===== config.mk =====
export PLATFORM = sky130hd
export DESIGN_NAME = rom_dl_packer
export DESIGN_NICKNAME = d
export VERILOG_FILES = /design/src/rtl/rom_dl_packer.sv
export SDC_FILE = /design/constraint.sdc
export NUM_CORES = 1
export LEC_CHECK = 0
export ABC_AREA = 1
export ABC_CLOCK_PERIOD_IN_PS = 3050
export BUFFER_PORTS_ARGS = -buffer_cell sky130_fd_sc_hd__clkbuf_2
export CORE_MARGIN = 2
export CORE_UTILIZATION = 50
export DETAILED_ROUTE_END_ITERATION = 8
export GPL_TIMING_DRIVEN = 0
export PLACE_DENSITY = 0.74
export RECOVER_POWER = 50
export SETUP_SLACK_MARGIN = 0.1
export SLEW_MARGIN = 20
export SYNTH_ARGS = -nofsm -noshare
export SYNTH_HDL_FRONTEND = slang
export SYNTH_SLANG_ARGS = --single-unit

===== constraint.sdc =====
create_clock -name clk_sys -period 3.05 [get_ports clk_sys]
set_clock_uncertainty 0.05 [all_clocks]
set_input_delay 0 -clock clk_sys [delete_from_list [all_inputs] [get_ports clk_sys]]
set_output_delay 0 -clock clk_sys [all_outputs]
set_load 0.01 [all_outputs]

===== src/rtl/rom_dl_packer.sv =====
// Packs the 16-bit HPS ioctl download stream into 32-bit Wishbone writes to SDRAM,
// decoupled from the slave by a small dual-push word FIFO.
module rom_dl_packer #(
  parameter logic [7:0]  INDEX = 8'd1,
  parameter logic [25:0] BASE  = 26'h0400000,
  parameter int          DEPTH = 4
) (
  input  logic        clk_sys,
  input  logic        reset_n,
  input  logic        ioctl_download,
  input  logic [7:0]  ioctl_index,
  input  logic        ioctl_wr,
  input  logic [24:0] ioctl_addr,
  input  logic [15:0] ioctl_dout,
  output logic        ioctl_wait,
  output logic        wb_cyc,
  output logic        wb_stb,
  output logic        wb_we,
  output logic [3:0]  wb_sel,
  output logic [25:0] wb_adr,
  output logic [31:0] wb_dat_o,
  output logic [2:0]  wb_cti,
  input  logic        wb_ack,
  output logic        active,
  output logic        done
);

  localparam int AW = $clog2(DEPTH);
  localparam int CW = AW + 1;

  typedef enum logic [2:0] {S_IDLE, S_LOAD, S_FLUSH, S_DRAIN, S_DONE} state_t;

  typedef struct packed {
    logic [23:0] adr;
    logic [3:0]  sel;
    logic [31:0] dat;
  } entry_t;

  function automatic logic [23:0] word_adr(input logic [22:0] pa);
    logic [25:0] sum;
    sum = BASE + {1'b0, pa, 2'b00};
    return sum[25:2];
  endfunction

  state_t        state_q, state_d;
  logic          pend_q, pend_d;
  logic [22:0]   pa_q, pa_d;
  logic [15:0]   lo_q, lo_d;
  logic [AW-1:0] wr_ptr_q, wr_ptr_d, rd_ptr_q, rd_ptr_d;
  logic [CW-1:0] count_q, count_d;
  logic          cyc_q;
  logic [25:0]   adr_q;
  logic [3:0]    sel_q;
  logic [31:0]   dat_q;
  entry_t        mem_q [DEPTH];

  logic          dl_sel, wr_ok, push0, push1, pop;
  logic [1:0]    n_push;
  entry_t        e0, e1, pend_entry;

  assign dl_sel = ioctl_download && (ioctl_index == INDEX);
  // Writes are taken only while loading; the IDLE cycle covers a strobe coincident with sel rising.
  assign wr_ok  = ioctl_wr && dl_sel && (state_q == S_IDLE || state_q == S_LOAD);
  assign pop    = cyc_q && wb_ack;
  assign n_push = {1'b0, push0} + {1'b0, push1};
  assign pend_entry = entry_t'{word_adr(pa_q), 4'b0011, {16'h0, lo_q}};

  // NOTE: every combinational output gets a default first so no path can infer a latch.
  always_comb begin
    push0  = 1'b0;
    push1  = 1'b0;
    e0     = '0;
    e1     = '0;
    pend_d = pend_q;
    pa_d   = pa_q;
    lo_d   = lo_q;
    if (state_q == S_FLUSH) begin
      if (pend_q) begin
        push0  = 1'b1;
        e0     = pend_entry;
        pend_d = 1'b0;
      end
    end else if (wr_ok) begin
      if (!ioctl_addr[1]) begin
        if (pend_q) begin
          push0 = 1'b1;
          e0    = pend_entry;
        end
        pend_d = 1'b1;
        pa_d   = ioctl_addr[24:2];
        lo_d   = ioctl_dout;
      end else if (pend_q && pa_q == ioctl_addr[24:2]) begin
        push0  = 1'b1;
        e0     = entry_t'{word_adr(pa_q), 4'b1111, {ioctl_dout, lo_q}};
        pend_d = 1'b0;
      end else if (pend_q) begin
        push0  = 1'b1;
        e0     = pend_entry;
        push1  = 1'b1;
        e1     = entry_t'{word_adr(ioctl_addr[24:2]), 4'b1100, {ioctl_dout, 16'h0}};
        pend_d = 1'b0;
      end else begin
        push0  = 1'b1;
        e0     = entry_t'{word_adr(ioctl_addr[24:2]), 4'b1100, {ioctl_dout, 16'h0}};
      end
    end
  end

  always_comb begin
    state_d  = state_q;
    wr_ptr_d = wr_ptr_q + AW'(n_push);
    rd_ptr_d = rd_ptr_q + AW'(pop);
    count_d  = count_q + CW'(n_push) - CW'(pop);
    case (state_q)
      S_IDLE:  if (dl_sel) state_d = S_LOAD;
      S_LOAD:  if (!dl_sel) state_d = S_FLUSH;
      S_FLUSH: state_d = S_DRAIN;
      S_DRAIN: if (count_q == '0 && !cyc_q) state_d = S_DONE;
      S_DONE:  state_d = S_IDLE;
      default: state_d = S_IDLE;
    endcase
  end

  // NOTE: sequential state uses non-blocking assignments so every register samples pre-edge values.
  always_ff @(posedge clk_sys or negedge reset_n) begin
    if (!reset_n) begin
      state_q  <= S_IDLE;
      pend_q   <= 1'b0;
      pa_q     <= '0;
      lo_q     <= '0;
      wr_ptr_q <= '0;
      rd_ptr_q <= '0;
      count_q  <= '0;
    end else begin
      state_q  <= state_d;
      pend_q   <= pend_d;
      pa_q     <= pa_d;
      lo_q     <= lo_d;
      wr_ptr_q <= wr_ptr_d;
      rd_ptr_q <= rd_ptr_d;
      count_q  <= count_d;
    end
  end

  // NOTE: FIFO storage has no reset; the pointers and count alone define which entries are valid.
  always_ff @(posedge clk_sys) begin
    if (push0) mem_q[wr_ptr_q] <= e0;
    if (push1) mem_q[wr_ptr_q + AW'(1)] <= e1;
  end

  // Wishbone master: load the head when idle, hold until ack, drop on the edge after ack.
  always_ff @(posedge clk_sys or negedge reset_n) begin
    if (!reset_n) begin
      cyc_q <= 1'b0;
      adr_q <= '0;
      sel_q <= '0;
      dat_q <= '0;
    end else if (cyc_q) begin
      if (wb_ack) cyc_q <= 1'b0;
    end else if (count_q != '0) begin
      cyc_q <= 1'b1;
      adr_q <= {mem_q[rd_ptr_q].adr, 2'b00};
      sel_q <= mem_q[rd_ptr_q].sel;
      dat_q <= mem_q[rd_ptr_q].dat;
    end
  end

  assign wb_cyc     = cyc_q;
  assign wb_stb     = cyc_q;
  assign wb_we      = cyc_q;
  assign wb_adr     = adr_q;
  assign wb_sel     = sel_q;
  assign wb_dat_o   = dat_q;
  assign wb_cti     = 3'b000;
  assign active     = (state_q != S_IDLE);
  assign done       = (state_q == S_DONE);
  assign ioctl_wait = (count_q >= CW'(DEPTH - 2)) ||
                      (state_q == S_FLUSH) || (state_q == S_DRAIN) || (state_q == S_DONE);

`ifndef SYNTHESIS
  logic ovf;
  assign ovf = (int'(count_q) + int'(n_push) - int'(pop)) > DEPTH;
  always_ff @(posedge clk_sys) begin
    if (reset_n) assert (!ovf);
  end
`endif

endmodule


==> summary.txt, run 1 <==
Period minus WS final: 2900 ps
RSZ-0062 raised after global routing: no
Final Non-Filler Cells: 2402
Number of buffers added on ports: 118
Gp weighted congestion: 0.922
Starting density of the core: 0.510
Die height: 181 µm
CP peak stage delay: 570 ps
Initial antenna violation count: 1
Area of the multi-input gates: 5690 µm²
CP max FO: 8
Critical-path top delay cell: fa_2
Dpl cell area: 16800 µm²
CTS Buffer Depth: 3
Area growth, synth to finish: 17.9%
I/O Pins: 125
Gr usage total: 0.287
YS warnings: 0
Vias per Instance: 5.72
CTS root buf: clkbuf_16
First-pass GRT wire length: 73000 µm
Worst setup SP type: flip-flop
Worst-margin pin slew: 1230 ps
Sequential share of the synthesized area: 0.575
Register area: 9010 µm²
Maximum VDD drop: 0.460 mV
Number of flops mapped to enable cells by yosys: 164
Pwr/cell area: 834 nW/µm²
DR iter-0 viols: 1599
Reg2Reg Depth: 16
Cell mode on critical path: inv_1
DP HPWL: 31400 µm
Setup_tns: 0 ps
Clock slew at reported path FFs: 60 ps
Relative slew slack: 0.179
Post-route design area: 18500 µm²
Final-report hold violation count: 0
Synth cell types: 46
Hold path depth: 5
DRC: 0
Crit end category: flip-flop
FP Rows: 64
Vias: 13700
FF+latch count, synth: 341
Average wire per standard cell: 19.9 µm
Post-Route WL: 47700 µm
Hold Path Class: in2reg
DRT Pass-1 Iters: 6
Fraction of layout cells with a size suffix above 1: 0.113
Antenna viol nets, final: 0
H-tree Lvls: 2
Grt ovf: 0
Fin Hold WS: 36.6 ps
Max Clk Rate: 345 MHz
Syn Inst Count: 1765
WP data required: 3460 ps
Mapped Area: 15700 µm²
Data arrival, critical path: 3310 ps
Die X: 181 µm
Worst Setup Path Type: reg2reg
Later-pin clock latency in the skew report: 520 ps
Ys flop type: edfxtp_1
# setup viols final: 0
Post-route clock period utilization: 0.951
Clock Sinks: 341
# fillers: 2608
Vias in the first global route: 13100
Largest net degree at the start of global routing: 57
Synthesized area per cell: 8.88 µm²
Core area: 30700 µm²
Final Max Tran Viols: 0
Die area: 32800 µm²
Total of max-cap violations: 0
Outcome: complete, no violations
Final Util: 0.601
CP Cell Sequence: inv_1 -> nand2_1 -> nand2_2 -> nor2_2 -> nand2_1 -> nor2_4 -> nand3_4 -> nand3_4 -> inv_4 -> buf_12 -> ha_4 -> inv_1 -> ha_1 -> inv_1 -> ha_2 -> fa_2
Num CTS Buffers: 35
Static Leak: 7.46 nW
CTS tree: done
Asr flop ratio synth: 0.320
Post-Place Cells: 2284
Nets: 2042
## kinds of logic after synthesis
family                   count (synthesis)  share of synthesized area
AO/OA/AOI/OAI                          397                      0.142
AND/OR/NAND/NOR                        760                      0.203
other                                    1                   0.000239
flip-flops                             341                      0.575
buffers and inverters                  247                     0.0673
adder cells (fa/ha/maj)                  9                    0.00766
XOR/XNOR                                10                    0.00559
## cells in the final DEF (no fill, tap or decap), drive strengths merged, types with 26 or more instances in the layout
cell type	n
nand2	355
nor2	335
o21ai	266
clkbuf	236
edfxtp	164
inv	142
dfrtp	109
dfxtp	68
a31oi	61
nand3	53
dlygate4sd3	47
buf	43
o22ai	27
a21oi	26
## state kept, by name (all words and copies together), names as in the netlist
| register | count |
|---|---|
| count_q | 3 |
| lo_q | 16 |
| mem_q | 232 |
| pa_q | 23 |
| pend_q | 1 |
| rd_ptr_q | 2 |
| state_q | 3 |
| wb_adr | 24 |
| wb_cyc | 1 |
| wb_dat_o | 32 |
| wb_sel | 2 |
| wr_ptr_q | 2 |
## critical path, delay by kind of cell, from the launching register on
kind | cells | cell delay [ps]
fa+ha+maj | 4 | 1270
simple gates | 7 | 780
flops | 1 | 360
buf+inv | 5 | 370
## report_power, final
group / internal [mW] / switching, mW / total (mW)
clock: 2.57 / 1.80 / 4.37
sequential: 5.66 / 0.453 / 6.11
combinational: 1.50 / 3.44 / 4.93
total: 9.73 / 5.69 / 15.4
## synthesized netlist by cell type, types with 17 or more instances
library cell / n / area share
buf_2: 22 / 0.0070
dfrtp_1: 109 / 0.17
dfxtp_1: 68 / 0.087
edfxtp_1: 164 / 0.31
o21ai_0: 238 / 0.076
a21oi_1: 26 / 0.0083
inv_1: 125 / 0.030
clkbuf_1: 52 / 0.012
o21ai_2: 17 / 0.0095
o22ai_1: 27 / 0.011
nor2_1: 321 / 0.077
nand3_1: 50 / 0.016
nand2_1: 343 / 0.082
a31oi_1: 61 / 0.024
## final timing paths
kind / from / endpoint / slack [ps]
worst max-delay path: pa_q[12] / count_q[1] / 150
worst min-delay path: ioctl_download / state_q[2] / 40
worst max register to register: pa_q[12] / count_q[1] / 150
worst min register to register: mem_q[0][12] / mem_q[0][12] / 410
max in group asynchronous: reset_n / pa_q[20] / 560
min in group asynchronous: reset_n / state_q[0] / 760
## through the flow
stage	total power [mW]	setup slack (ps)
3_5_place_dp	11.0	-348
4_1_cts	15.4	112
3_3_place_gp	10.9	-276
2_1_floorplan	9.13	211
5_1_grt	16.1	60.7
6_report	15.4	150
## area by class of cell
class	count	area share
Sequential cell	341	0.488
Multi-Input combinational cell	1181	0.308
Timing Repair Buffer	173	0.0570
Clock buffer	49	0.0568
Inverter	143	0.0297
Buffer	104	0.0278
Tap cell	396	0.0268
Clock inverter	14	0.00623
Antenna cell	1	0.000135
## routing by layer
metal,vias up,wire (µm),global-route usage,part of all wire
li1,6310,-,-,-
met1,6500,18900,0.389,0.40
met2,833,22500,0.467,0.47
met3,94,5040,0.0492,0.11
met4,2,1300,0.107,0.027
met5,-,15,0,0.00031
## repair_timing
action | in CTS | in global routing
buffers inserted | 5 | 2
gates resized for setup | 12 | 20
hold endpoints to repair | 300 | 0
gates cloned | 0 | 0
pin swaps | 9 | 11
hold buffers | 47 | 0
endpoints found under the setup margin | 2 | 106
(Power assumes the default switching activity.)
==> inputs of run 2 (changes only) <==
- REMOVE_ABC_BUFFERS: not set -> 1
==> summary.txt, run 2 (synthesis results as in run 1) <==
Clock Sinks: 341
Reg2Reg Depth: 12
Fin Hold WS: 24.0 ps
Final Max Tran Viols: 0
Most frequent cells in the layout: nand2_1, nor2_1, o21ai_0
CTS Buffer Depth: 3
Post-Route WL: 46000 µm
R2R setup slack: 160 ps
DRT Pass-1 Iters: 6
DRC: 0
Fraction of layout cells with a size suffix above 1: 0.117
H-tree Lvls: 2
Average wire per standard cell: 19.7 µm
Die height: 181 µm
Maximum VDD drop: 0.467 mV
Final-report hold violation count: 0
Gp weighted congestion: 0.857
Outcome: complete, no violations
Initial antenna violation count: 0
Relative slew slack: 0.274
Total of max-cap violations: 0
Post-route design area: 18600 µm²
Area growth, synth to finish: 18.5%
Biggest register: mem_q
CP max FO: 7
Hold path depth: 5
Worst setup SP type: flip-flop
Starting density of the core: 0.510
WP data required: 3400 ps
Number of buffers added on ports: 118
Max reg flops: 232
Gr usage total: 0.269
Period minus WS final: 2890 ps
Dpl cell area: 16700 µm²
CTS root buf: clkbuf_16
Die area: 32800 µm²
CTS tree: done
Most common cell after layout, fill and taps aside: nand2_1
Crit end category: flip-flop
Worst-margin pin slew: 1090 ps
# fillers: 2525
Die X: 181 µm
Largest net degree at the start of global routing: 75
Worst r2r dst: count_q[2]
Reg-to-reg critical path startpoint: state_q[1]
Later-pin clock latency in the skew report: 520 ps
First-pass GRT wire length: 68600 µm
Post-route clock period utilization: 0.947
# setup viols final: 0
Max Clk Rate: 346 MHz
Antenna viol nets, final: 0
Register area: 9020 µm²
Core area: 30700 µm²
Vias: 13500
Vias in the first global route: 12700
I/O Pins: 125
FP Rows: 64
DP HPWL: 24500 µm
Hold Path Class: in2reg
Worst hold start: ioctl_addr[1]
Num CTS Buffers: 37
Clock slew at reported path FFs: 60 ps
# diodes: 0
Grt ovf: 0
Nets: 1976
Static Leak: 7.42 nW
RSZ-0062 raised after global routing: no
Worst Setup Path Type: reg2reg
Vias per Instance: 5.77
Pwr/cell area: 835 nW/µm²
Area of the multi-input gates: 5870 µm²
Data arrival, critical path: 3240 ps
Setup_tns: 0 ps
DR iter-0 viols: 1663
Hold Path End: mem_q[2][16]
## run 2: cell types whose count changed in the layout (fill, tap and decap cells not counted), moves of 5 or more
cell and change:
clkbuf_2 -7, clkinv_2 -5, nor2_1 -5, nor2_2 +10, buf_16 +9, buf_2 -11
clkbuf_1 -44, buf_1 -11, clkbuf_8 -5
## run 2: layer usage
layer,GRT usage,part of all wire
met3,0.0462,0.10
met2,0.449,0.48
met4,0.105,0.035
met5,0,0
met1,0.351,0.39
## run 2: power breakdown
part           switching (mW)  total (mW)  internal (mW)
combinational            3.19        4.84           1.64
clock                    1.81        4.39           2.59
sequential              0.622        6.28           5.66
## run 2: final cells by class
type / instances / share of cell area
Clock buffer: 59 / 0.0577
Clock inverter: 9 / 0.00552
Inverter: 143 / 0.0307
Multi-Input combinational cell: 1192 / 0.316
Sequential cell: 341 / 0.485
Tap cell: 396 / 0.0267
Timing Repair Buffer: 197 / 0.0779
Timing Repair inverter: 1 / 0.000269
## run 2: through the flow
| stage | util | cells | worst slack, ps | total power, mW |
|---|---|---|---|---|
| after CTS | 0.603 | 2324 | 89.8 | 15.5 |
| after global placement | 0.529 | 2179 | -5670 | 10.4 |
| final | 0.604 | 2338 | 162 | 15.5 |
| after detailed placement | 0.542 | 2193 | -820 | 11.0 |
| after floorplan | - | 1665 | -2240 | 9.02 |
| after global routing | 0.604 | 2338 | 68.7 | 16.3 |
## run 2: worst max-delay path, cell delays in order, from the launching register on
cell and delay (ps):
dfrtp_1 480, nor3b_4 260, nand2_2 130, nor2_4 270, nand3_1 110, bufinv_8 260, ha_4 130, inv_1 50
ha_1 260, inv_1 40, ha_1 200, fa_2 390, xnor2_1 130
## run 2: how the worst max path moves through the flow
| stage | startpoint | to | slack [ps] | cells after the start |
|---|---|---|---|---|
| 4_1_cts | pa_q[7] | count_q[2] | 90 | 16 |
| 3_5_place_dp | wr_ptr_q[0] | mem_q[1][16] | -820 | 8 |
| 6_report | state_q[1] | count_q[2] | 160 | 12 |
| 3_3_place_gp | rd_ptr_q[0] | wb_adr[17] | -5670 | 3 |
| 5_1_grt | state_q[1] | count_q[2] | 70 | 12 |
| 2_1_floorplan | wb_cyc | wb_adr[10] | -2240 | 2 |
## run 2: timing repair
action	4_1_cts	5_1_grt
cloned	8	4
resized for setup	21	5
setup buffers	5	10
setup endpoints to repair	266	71
endpoints found under the hold margin	302	0
pin swaps	13	9
hold buffers	50	0
==> inputs of run 3 (changes only) <==
- ABC_AREA: 1 -> not set
- GPL_ROUTABILITY_DRIVEN: not set -> 0
==> summary.txt, run 3 <==
Synth Area in XOR/XNOR: 0.0176
CP Cell Sequence: or3b_1 -> nor4_4 -> buf_6 -> nand3_1 -> a31oi_2 -> a21oi_1 -> inv_2 -> buf_16
CP peak stage delay: 540 ps
Setup_tns: 0 ps
Most common cell after layout, fill and taps aside: edfxtp_1
Fin Hold WS: 67.3 ps
Hold Path Class: in2reg
Most frequent cells in the layout: edfxtp_1, dfrtp_1, mux2_2
Hold path depth: 5
DP HPWL: 20600 µm
Worst-margin pin slew: 1260 ps
Synthesized area per cell: 15.3 µm²
Top cells by count, synth: edfxtp_1, dfrtp_1, mux2_2
Flop pwr share: 0.452
Area growth, synth to finish: 17.5%
Count leader, synth: edfxtp_1
Gr usage total: 0.224
DR iter-0 viols: 769
WP data required: 3210 ps
DRC: 0
Ys flop type: edfxtp_1
Vias in the first global route: 9681
Int Pwr: 8.98 mW
Die height: 177 µm
Mux share of post-synthesis cell area: 0.160
Main combinational cell family by area after synthesis: multiplexers
Vias per Instance: 5.97
Worst hold start: ioctl_download
Clk pwr share: 0.360
Register area: 9030 µm²
Die area: 31300 µm²
H-tree Lvls: 2
Syn Inst Count: 981
RSZ-0062 raised after global routing: yes
Average wire per standard cell: 22.4 µm
Starting density of the core: 0.506
Worst Setup Path Type: reg2reg
Worst setup SP type: flip-flop
Core area: 29600 µm²
Buf+Inv Stages, Crit Path: 3
Switching Fraction: 0.266
Final Power: 12.2 mW
Relative slew slack: 0.161
Data arrival, critical path: 3060 ps
Biggest register: mem_q
Antenna viol nets, final: 0
CP max FO: 23
Max reg flops: 232
Sequential share of the synthesized area: 0.602
Grt ovf: 0
Synth cell types: 57
Post-route clock period utilization: 0.952
Sw Pwr: 3.25 mW
Adder-Cell Fraction of Synth Area: 0.00803
# setup viols final: 0
Worst path depth: 8
CP delay by family, top: buffers and inverters
Crit end category: flip-flop
Reg2Reg Depth: 8
Number of flops mapped to enable cells by yosys: 164
Post-Route WL: 34900 µm
Top cell type by total area after synthesis: edfxtp_1
Final-report hold violation count: 0
Num CTS Buffers: 37
FP Rows: 63
Static Leak: 6.29 nW
CTS Buffer Depth: 3
Dpl ws: -882 ps
Initial antenna violation count: 2
I/O Pins: 125
Nets: 1199
Synth Area in Compound Gates: 0.108
Final Max Tran Viols: 0
Critical-path top delay cell: inv_2
Comb power frac: 0.188
Crit path launch: state_q[1]
Area of the multi-input gates: 5530 µm²
Worst r2r dst: mem_q[3][56]
Clock Sinks: 341
CTS root buf: clkbuf_16
Synth top area share: 0.329
Max Clk Rate: 345 MHz
Asr flop ratio synth: 0.320
FF+latch count, synth: 341
Outcome: complete, no violations
DRT Pass-1 Iters: 7
Number of buffers added on ports: 118
Fraction of layout cells with a size suffix above 1: 0.285
Clock slew at reported path FFs: 60 ps
Die X: 177 µm
Reg-to-reg critical path startpoint: state_q[1]
Worst setup margin: 147 ps
CTS tree: done
Mapped Area: 15000 µm²
Maximum VDD drop: 0.428 mV
Total of max-cap violations: 0
Largest net degree at the start of global routing: 67
YS warnings: 0
R2R setup slack: 150 ps
Later-pin clock latency in the skew report: 510 ps
Vias: 9279
# fillers: 2269
Post-Synth Simple-Gate Area: 0.0666
Main area contributors after synthesis: edfxtp_1, dfrtp_1, dfxtp_1
Period minus WS final: 2900 ps
First-pass GRT wire length: 53500 µm
Pwr/cell area: 696 nW/µm²
Hold Path End: state_q[0]
[run 3: kinds of logic after synthesis]
| group | Yosys count |
|---|---|
| buf+inv | 91 |
| other cells | 1 |
| flops | 341 |
| xor+xnor | 30 |
| fa+ha+maj | 9 |
| compound gates | 186 |
| simple gates | 169 |
| mux | 154 |
[run 3: timing repair]
item,CTS,global route
endpoints found under the setup margin,392,76
gates resized for setup,24,10
hold buffers,44,0
buffers inserted,12,3
pin swaps,4,2
endpoints found under the hold margin,300,0
gates cloned,0,0
[run 3: per-stage QoR]
stage | instance area (µm²) | util | instances
floorplan | 14500 | - | 911
global placement | 15600 | 0.526 | 1419
detailed placement | 15800 | 0.536 | 1428
CTS | 17700 | 0.598 | 1551
global route | 17600 | 0.594 | 1555
finish | 17600 | 0.594 | 1555
[run 3: area by class of cell]
cell class / count / share of cell area
antenna: 1 / 0.000142
clock buffer: 46 / 0.0575
clock inverter: 21 / 0.0108
inverter: 17 / 0.00413
multi-input combinational: 553 / 0.315
sequential: 341 / 0.514
tap: 390 / 0.0278
timing repair buffer: 186 / 0.0713
[run 3: worst min-delay path: stages]
cell and delay [ps]:
clkbuf_2 90, nand2b_1 130, or3_1 210, o21a_1 130, nor2_1 30
[run 3: how the worst max path moves through the flow]
stage                     slack, ps           end
after CTS                        40    count_q[2]
after global placement        -2330    wb_adr[13]
after floorplan                -550    wb_adr[10]
after detailed placement       -880  mem_q[1][47]
final                           150  mem_q[3][56]
after global routing             40    count_q[2]
[run 3: power groups by stage]
stage / registers [mW] / clock network [mW] / logic (mW)
2_1_floorplan: 5.79 / 0 / 1.32
3_3_place_gp: 5.84 / 0 / 2.10
3_5_place_dp: 5.64 / 0 / 2.37
4_1_cts: 5.54 / 4.46 / 2.44
5_1_grt: 5.58 / 4.64 / 2.49
6_report: 5.52 / 4.40 / 2.30
[run 3: layer usage]
layer	track usage	vias to the layer above	wire length (µm)
met3	0.0326	85	2180
met5	0	-	13
li1	-	4074	-
met4	0.0878	2	910
met1	0.285	4729	14300
met2	0.387	389	17500
